### config.mk
export PLATFORM = sky130hd
export DESIGN_NAME = alu_arbiter
export DESIGN_NICKNAME = d
export VERILOG_FILES = /design/src/rtl/alu_arbiter.sv
export SDC_FILE = /design/constraint.sdc
export NUM_CORES = 1
export LEC_CHECK = 0
export ABC_CLOCK_PERIOD_IN_PS = 2700
export BUFFER_PORTS_ARGS = -buffer_cell sky130_fd_sc_hd__buf_2
export CORE_AREA = 2 2 156 158
export DETAILED_ROUTE_END_ITERATION = 8
export DIE_AREA = 0 0 158 160
export PLACE_DENSITY_LB_ADDON = 0.3
export SLEW_MARGIN = 5
export SYNTH_ARGS = -nofsm -noshare
export SYNTH_HDL_FRONTEND = slang
export SYNTH_SLANG_ARGS = --single-unit
### constraint.sdc
create_clock -name clk -period 2.7 [get_ports clk]
set_clock_uncertainty 0.05 [all_clocks]
set_input_delay 0.675 -clock clk [delete_from_list [all_inputs] [get_ports clk]]
set_output_delay 0.675 -clock clk [all_outputs]
set_load 0.02 [all_outputs]
### src/rtl/alu_arbiter.sv
// Two-port arbiter in front of one shared combinational ALU: grant, issue, wait, capture, respond.
// Optional macro ALU_ARB_ROUND_ROBIN_EN selects round-robin ties; the default build uses fixed priority (port 0).
module alu_arbiter #(
    parameter int OP_LATENCY = 1
) (
    input  logic        clk,
    input  logic        rst_n,

    input  logic        req0_valid,
    output logic        req0_ready,
    input  logic [31:0] req0_instr,
    input  logic [31:0] req0_a,
    input  logic [31:0] req0_b,

    input  logic        req1_valid,
    output logic        req1_ready,
    input  logic [31:0] req1_instr,
    input  logic [31:0] req1_a,
    input  logic [31:0] req1_b,

    output logic        rsp0_valid,
    input  logic        rsp0_ready,
    output logic [31:0] rsp0_result,
    output logic [2:0]  rsp0_flags,

    output logic        rsp1_valid,
    input  logic        rsp1_ready,
    output logic [31:0] rsp1_result,
    output logic [2:0]  rsp1_flags,

    output logic [31:0] alu_instruction,
    output logic [31:0] alu_regA,
    output logic [31:0] alu_regB,
    input  logic [31:0] alu_result,
    input  logic [2:0]  alu_flags,

    output logic        busy
);

    localparam int              CW       = (OP_LATENCY > 1) ? $clog2(OP_LATENCY) : 1;
    localparam logic [CW-1:0]   CNT_LOAD = CW'(OP_LATENCY - 1);

    typedef enum logic [1:0] {
        IDLE = 2'd0,
        EXEC = 2'd1,
        RESP = 2'd2
    } state_t;

    state_t        state;
    state_t        state_next;
    logic [CW-1:0] cnt;
    logic          owner;
    logic          grant;
    logic          tie_pick;
    logic          accept;
    logic          rsp_done;
    logic          cnt_zero;

`ifdef ALU_ARB_ROUND_ROBIN_EN
    // Port served most recently; a tie goes to the other one.
    logic last;
    assign tie_pick = ~last;
`else
    assign tie_pick = 1'b0;
`endif

    assign grant    = req1_valid & (~req0_valid | tie_pick);
    assign cnt_zero = (cnt == '0);
    assign busy     = (state != IDLE);

    // NOTE: sequential state uses non-blocking assignments so every register samples pre-edge values.
    always_ff @(posedge clk or negedge rst_n) begin
        if (!rst_n) begin
            state <= IDLE;
        end else begin
            state <= state_next;
        end
    end

    // NOTE: every output of this block gets a default first, so no path can infer a latch.
    always_comb begin
        state_next = state;
        req0_ready = 1'b0;
        req1_ready = 1'b0;
        accept     = 1'b0;
        rsp_done   = 1'b0;
        case (state)
            IDLE: begin
                req0_ready = req0_valid & ~grant;
                req1_ready = grant;
                accept     = grant ? req1_valid : req0_valid;
                if (accept) begin
                    state_next = EXEC;
                end
            end
            EXEC: begin
                if (cnt_zero) begin
                    state_next = RESP;
                end
            end
            RESP: begin
                rsp_done = owner ? (rsp1_valid & rsp1_ready) : (rsp0_valid & rsp0_ready);
                if (rsp_done) begin
                    state_next = IDLE;
                end
            end
            default: state_next = IDLE;
        endcase
    end

    // Operands only move on accept, so the ALU inputs stay quiet between operations.
    always_ff @(posedge clk or negedge rst_n) begin
        if (!rst_n) begin
            cnt             <= '0;
            owner           <= 1'b0;
            alu_instruction <= '0;
            alu_regA        <= '0;
            alu_regB        <= '0;
            rsp0_valid      <= 1'b0;
            rsp0_result     <= '0;
            rsp0_flags      <= '0;
            rsp1_valid      <= 1'b0;
            rsp1_result     <= '0;
            rsp1_flags      <= '0;
`ifdef ALU_ARB_ROUND_ROBIN_EN
            last            <= 1'b1;
`endif
        end else begin
            case (state)
                IDLE: begin
                    if (accept) begin
                        owner           <= grant;
                        cnt             <= CNT_LOAD;
                        alu_instruction <= grant ? req1_instr : req0_instr;
                        alu_regA        <= grant ? req1_a     : req0_a;
                        alu_regB        <= grant ? req1_b     : req0_b;
                    end
                end
                EXEC: begin
                    if (!cnt_zero) begin
                        cnt <= cnt - 1'b1;
                    end else if (owner) begin
                        rsp1_valid  <= 1'b1;
                        rsp1_result <= alu_result;
                        rsp1_flags  <= alu_flags;
                    end else begin
                        rsp0_valid  <= 1'b1;
                        rsp0_result <= alu_result;
                        rsp0_flags  <= alu_flags;
                    end
                end
                RESP: begin
                    if (rsp_done) begin
                        rsp0_valid <= 1'b0;
                        rsp1_valid <= 1'b0;
`ifdef ALU_ARB_ROUND_ROBIN_EN
                        last       <= owner;
`endif
                    end
                end
                default: ;
            endcase
        end
    end

    a_one_ready: assert property (@(posedge clk) disable iff (!rst_n)
        !(req0_ready && req1_ready));

    a_one_rsp: assert property (@(posedge clk) disable iff (!rst_n)
        !(rsp0_valid && rsp1_valid));

endmodule
==> results.sh, run 1 <==
export IMPL_status="complete, no violations"
export IMPL_slew_headroom_pct=66.5
export IMPL_grt_max_degree=51
export IMPL_yosysWarnings=0
export IMPL_syn_inst=487
export IMPL_overflow=0
export IMPL_grt_usage_pct=15.5
export IMPL_power_density_mw_per_mm2=512
export IMPL_rsz0062_at_grt="no"
export IMPL_yosys_area_top_type="dfrtp_1"
export IMPL_ys_ff_latch=171
export IMPL_clock_latency_ps=410
export IMPL_detail_route_first_pass_iterations=4
export IMPL_stdcell_count=1239
export IMPL_p_leak_nw=5.95
export IMPL_cts_resized_gates=0
export IMPL_ant_nets=0
export IMPL_cts_max_level=4
export IMPL_clockRootBuffer="clkbuf_16"
export IMPL_finalCritPeriodShare_pct=79.4
export IMPL_worst_ep_arrival_time_ps=1420
export IMPL_slowest_stage="dfrtp_1"
export IMPL_synth_edf_count=0
export IMPL_place_congestion=0.769
export IMPL_max_slew_worst_pin_slew_ps=503
export IMPL_cts_buffers=17
export IMPL_yosys_top_cells_area="dfrtp_1, mux2_2, mux2_4"
export IMPL_drv_slew=0
export IMPL_drt_iter0_markers=193
export IMPL_drc=0
export IMPL_syn_num_nets=720
export IMPL_io_buffers=403
export IMPL_core_area_sq_mm=0.0238
export IMPL_r2r_cells=4
export IMPL_via_count=5445
export IMPL_vdd_drop_max_mv=0.322
export IMPL_hold_path_class="in -> async"
export IMPL_layout_nets=1134
export IMPL_period_needed_ps=2140
export IMPL_die_area_sq_mm=0.0253
export IMPL_drive_gt1_share_pct=79.0
export IMPL_r2r_start="state[0]$_DFFE_PN0P_"
export IMPL_dp_cells=1206
export IMPL_setup_viol=0
export IMPL_synth_avg_cell_area_sq_um=16.0
export IMPL_setup_ws_ps=557
export IMPL_fillers=2246
export IMPL_pin_count=404
export IMPL_ctsHoldBuffers=0
export IMPL_antenna_found_initial=1
export IMPL_hold_violations=0
export IMPL_synthTopCellsByCount="mux2_2, dfrtp_1, mux2_4"
export IMPL_reg2reg_slack_ps=770
export IMPL_clock_path_buffers=2
export IMPL_dp_hpwl_mm=15.1
export IMPL_tritoncts="yes"
export IMPL_synth_distinct_cells=22
export IMPL_path_clk_slew_ps=70
export IMPL_avgViaCountPerCell=4.39
export IMPL_synth_area_sq_mm=0.00781
export IMPL_post_drt_wl_per_cell_um=15.9
export IMPL_rows=57
export IMPL_wl_mm=19.8
export IMPL_yosysMostFrequentCell="mux2_2"
export IMPL_cap_violations=0
export IMPL_post_cts_setup_buffers=0
export IMPL_clkSinkCount=171
export IMPL_worstReg2RegEnd="alu_instruction[18]$_DFFE_PN0P_"
export IMPL_first_global_vias=5604
export IMPL_initial_core_util_pct=32.8
export IMPL_path_class="reg -> out"
export IMPL_grt_pass1_wl_mm=30.3
export IMPL_fp_dieH_um=160
export IMPL_path_cells="nor2_2, and2_1, buf_2"
export IMPL_crit_fanout=5
export IMPL_tns_ps=0
export IMPL_pre_cts_slack_ps=438
export IMPL_synth_top_area_share_pct=54.8
export IMPL_seq_area_frac_synth_pct=54.8
export IMPL_die_w_um=158
export IMPL_timing_fmax_ghz=0.467
export IMPL_cp_end_kind="output pin"
export IMPL_cp_start_kind="flip-flop"
export IMPL_critical_path_max_stage_delay_ps=400
export IMPL_synthFlopType="dfrtp_1"
export IMPL_worstPathRequired_ps=1980
export IMPL_area_growth_pct=39.1
export IMPL_synthArstFlopShare_pct=100
[cell usage in the layout (no fill, tap or decap), drive strengths merged, types with 2 or more instances in the layout]
master    n
nor2      2
clkinv    4
clkbuf   20
nor2b     2
inv       9
and2      2
mux2    262
nand2     2
a21oi     4
dfrtp   171
buf     425
o21ai     2
[cell families after synthesis]
logic type / Yosys count / share of synthesized area, %
DFF: 171 / 54.8
and+or+nand+nor: 11 / 0.817
muxes: 262 / 40.6
AOI/OAI and AO/OA: 10 / 0.753
buffers and inverters: 33 / 3.06
[worst max-delay path: cells and delay by family, from the launching register on]
kind / cells / cell delay, ps
AND/OR/NAND/NOR: 2 / 440
buffers and inverters: 1 / 170
flip-flops: 1 / 400
[per-layer routing]
layer  GRT usage, %  share of wire (%)  up-vias
li1               -                  -     2569
met1           17.8                 39     2637
met2           28.0                 53      220
met3           4.23                6.8       19
met4           4.46                1.7        0
met5              0                  0        -
[registers in the layout, indices dropped and copies added (netlist names)]
name             flops
alu_instruction     32
alu_regA            32
alu_regB            32
rsp0_result         32
rsp1_result         32
rsp0_flags           3
rsp1_flags           3
state                2
owner                1
rsp0_valid           1
rsp1_valid           1
[cell type report]
cell class	count	area [sq um]	area share, %
antenna	1	2.50	0.0230
sequential	171	4280	39.4
inverter	3	11.3	0.104
multi-input combinational	283	3310	30.5
clock buffer	20	457	4.21
timing repair buffer	425	2260	20.8
tap	324	405	3.73
clock inverter	12	129	1.19
[power by group]
part | internal [mW] | switching, mW
clock network | 1.35 | 1.08
logic | 0.300 | 0.225
registers | 2.59 | 0.0116
total | 4.24 | 1.32
[worst max-delay path by stage]
stage,from,to,slack [ps],cells past startpoint
final,state[0]$_DFFE_PN0P_,req0_ready,560,3
after detailed placement,req1_valid,alu_regA[27]$_DFFE_PN0P_,440,6
after global placement,req1_valid,alu_regB[20]$_DFFE_PN0P_,460,6
after global routing,state[0]$_DFFE_PN0P_,req0_ready,470,3
after floorplan,req1_valid,req1_ready,510,5
after CTS,state[0]$_DFFE_PN0P_,req0_ready,530,3
[metrics by stage]
stage	cell area (sq um)	utilization (%)	hold slack (ps)	total power, mW
finish	10900	45.6	147	5.56
global route	10900	45.6	144	5.81
CTS	10900	45.6	139	5.66
detailed placement	10300	43.1	436	3.18
global placement	10300	43.1	434	3.18
floorplan	7810	-	329	2.88
Note: power is estimated with default switching activity, not from simulation.
==> run 2, diff against run 1 <==
--- a/config.mk
+++ b/config.mk
@@ -5,7 +5,7 @@
 export SDC_FILE = /design/constraint.sdc
 export NUM_CORES = 1
 export LEC_CHECK = 0
-export ABC_CLOCK_PERIOD_IN_PS = 2700
+export ABC_CLOCK_PERIOD_IN_PS = 2100
 export BUFFER_PORTS_ARGS = -buffer_cell sky130_fd_sc_hd__buf_2
 export CORE_AREA = 2 2 156 158
 export DETAILED_ROUTE_END_ITERATION = 8
==> constraint.sdc (replaced) <==
create_clock -name clk -period 2.1 [get_ports clk]
set_clock_uncertainty 0.05 [all_clocks]
set_input_delay 0.525 -clock clk [delete_from_list [all_inputs] [get_ports clk]]
set_output_delay 0.525 -clock clk [all_outputs]
set_load 0.02 [all_outputs]
==> run 2 against run 1 <==
Highest routed layer unchanged; critical path type unchanged; largest power group unchanged; utilization increased by 0.58 points; cell count increased by 0.65%; sequential share of layout area decreased by 0.50 points.
==> results.sh, run 2 (synthesis results as in run 1) <==
export IMPL_status="complete, no violations"
export IMPL_slew_headroom_pct=70.8
export IMPL_drc=0
export IMPL_first_global_vias=5729
export IMPL_path_cells="nor2_2, and2_1, buf_2"
export IMPL_avgViaCountPerCell=4.41
export IMPL_power_density_mw_per_mm2=669
export IMPL_period_needed_ps=1970
export IMPL_initial_core_util_pct=32.8
export IMPL_post_cts_setup_buffers=0
export IMPL_clock_latency_ps=410
export IMPL_clock_path_buffers=2
export IMPL_drv_slew=0
export IMPL_fp_dieH_um=160
export IMPL_die_w_um=158
export IMPL_seq_area_sq_mm=0.00428
export IMPL_area_growth_pct=40.9
export IMPL_detail_route_first_pass_iterations=4
export IMPL_worstPathRequired_ps=1520
export IMPL_via_count=5501
export IMPL_wl_mm=20.1
export IMPL_timing_fmax_ghz=0.508
export IMPL_tritoncts="yes"
export IMPL_place_congestion=0.774
export IMPL_path_clk_slew_ps=70
export IMPL_cap_violations=0
export IMPL_drt_iter0_markers=186
export IMPL_cp_end_kind="output pin"
export IMPL_layout_common_cells="buf_2, mux2_2, dfrtp_1"
export IMPL_drive_gt1_share_pct=79.2
export IMPL_grt_pass1_wl_mm=30.1
export IMPL_clockRootBuffer="clkbuf_16"
export IMPL_layout_commonest_cell="buf_2"
export IMPL_layout_nets=1142
export IMPL_grt_max_degree=52
export IMPL_setup_viol=0
export IMPL_hold_path_class="in -> reg"
export IMPL_setup_ws_ps=133
export IMPL_crit_fanout=5
export IMPL_tns_ps=0
export IMPL_fillers=2277
export IMPL_pre_cts_slack_ps=101
export IMPL_vdd_drop_max_mv=0.441
export IMPL_cts_buffers=17
export IMPL_cts_max_level=4
export IMPL_hold_violations=0
export IMPL_io_buffers=403
export IMPL_max_slew_worst_pin_slew_ps=438
export IMPL_whs_ps=291
export IMPL_clkSinkCount=171
export IMPL_path_class="reg -> out"
export IMPL_fin_area_sq_mm=0.0110
export IMPL_post_drt_wl_per_cell_um=16.1
export IMPL_post_dp_cell_area_sq_mm=0.0104
export IMPL_slowest_stage="dfrtp_1"
export IMPL_antenna_found_initial=2
export IMPL_rows=57
export IMPL_finalCritPeriodShare_pct=93.7
export IMPL_core_area_sq_mm=0.0238
export IMPL_pin_count=404
export IMPL_grt_usage_pct=15.4
export IMPL_multi_input_area_sq_mm=0.00331
export IMPL_critical_path_max_stage_delay_ps=390
export IMPL_final_util_pct=46.2
export IMPL_die_area_sq_mm=0.0253
export IMPL_overflow=0
export IMPL_cp_start_kind="flip-flop"
export IMPL_ant_nets=0
export IMPL_worst_ep_arrival_time_ps=1390
export IMPL_p_leak_nw=6.03
export IMPL_dp_hpwl_mm=15.6
export IMPL_rsz0062_at_grt="no"
==> run 2: report_power, final <==
part	leakage, nW	switching, mW	total, mW	internal (mW)
Combinational	3.42	0.294	0.687	0.393
Clock	0.309	1.39	3.33	1.94
Sequential	2.30	0.0148	3.34	3.33
==> run 2: critical path: cells and delay by family, from the launching register on <==
kind / cells / cell delay (ps)
buffers and inverters: 1 / 170
flip-flops: 1 / 390
AND/OR/NAND/NOR: 2 / 410
==> run 2: stage by stage <==
stage               std cells  total power, mW
finish                   1247             7.36
global route             1247             7.67
CTS                      1245             7.49
detailed placement       1213             4.10
global placement         1213             4.10
floorplan                 487             3.71
==> run 2: layout make-up <==
cell class                 count  area share, %
sequential                   171           38.9
multi-input combinational    283           30.1
timing repair buffer         433           21.5
clock buffer                  18           3.99
tap                          324           3.69
clock inverter                13           1.66
inverter                       3          0.102
antenna                        2         0.0455
==> run 2: worst paths after layout <==
path	startpoint	endpoint	slack [ps]	cells past startpoint
setup / recovery	state[0]$_DFFE_PN0P_	req0_ready	130	3
hold / removal	alu_result[10]	rsp0_result[10]$_DFFE_PN0P_	290	2
min in group asynchronous	rst_n	alu_regB[13]$_DFFE_PN0P_	540	2
hold reg to reg	rsp1_flags[0]$_DFFE_PN0P_	rsp1_flags[0]$_DFFE_PN0P_	450	1
max in group asynchronous	rst_n	alu_instruction[21]$_DFFE_PN0P_	810	3
setup reg to reg	state[1]$_DFFE_PN0P_	rsp0_result[15]$_DFFE_PN0P_	310	4
==> run 2: metal layers <==
layer / GRT usage [%] / wire (um)
met2: 29.2 / 10700
met5: 0 / 0
met4: 5.90 / 484
met3: 3.61 / 1220
met1: 16.4 / 7610
==> run 2: repair_timing <==
item	CTS	global route
hold endpoints to repair	37	0
hold buffers	1	0
endpoints found under the setup margin	0	0
gates resized for setup	0	0
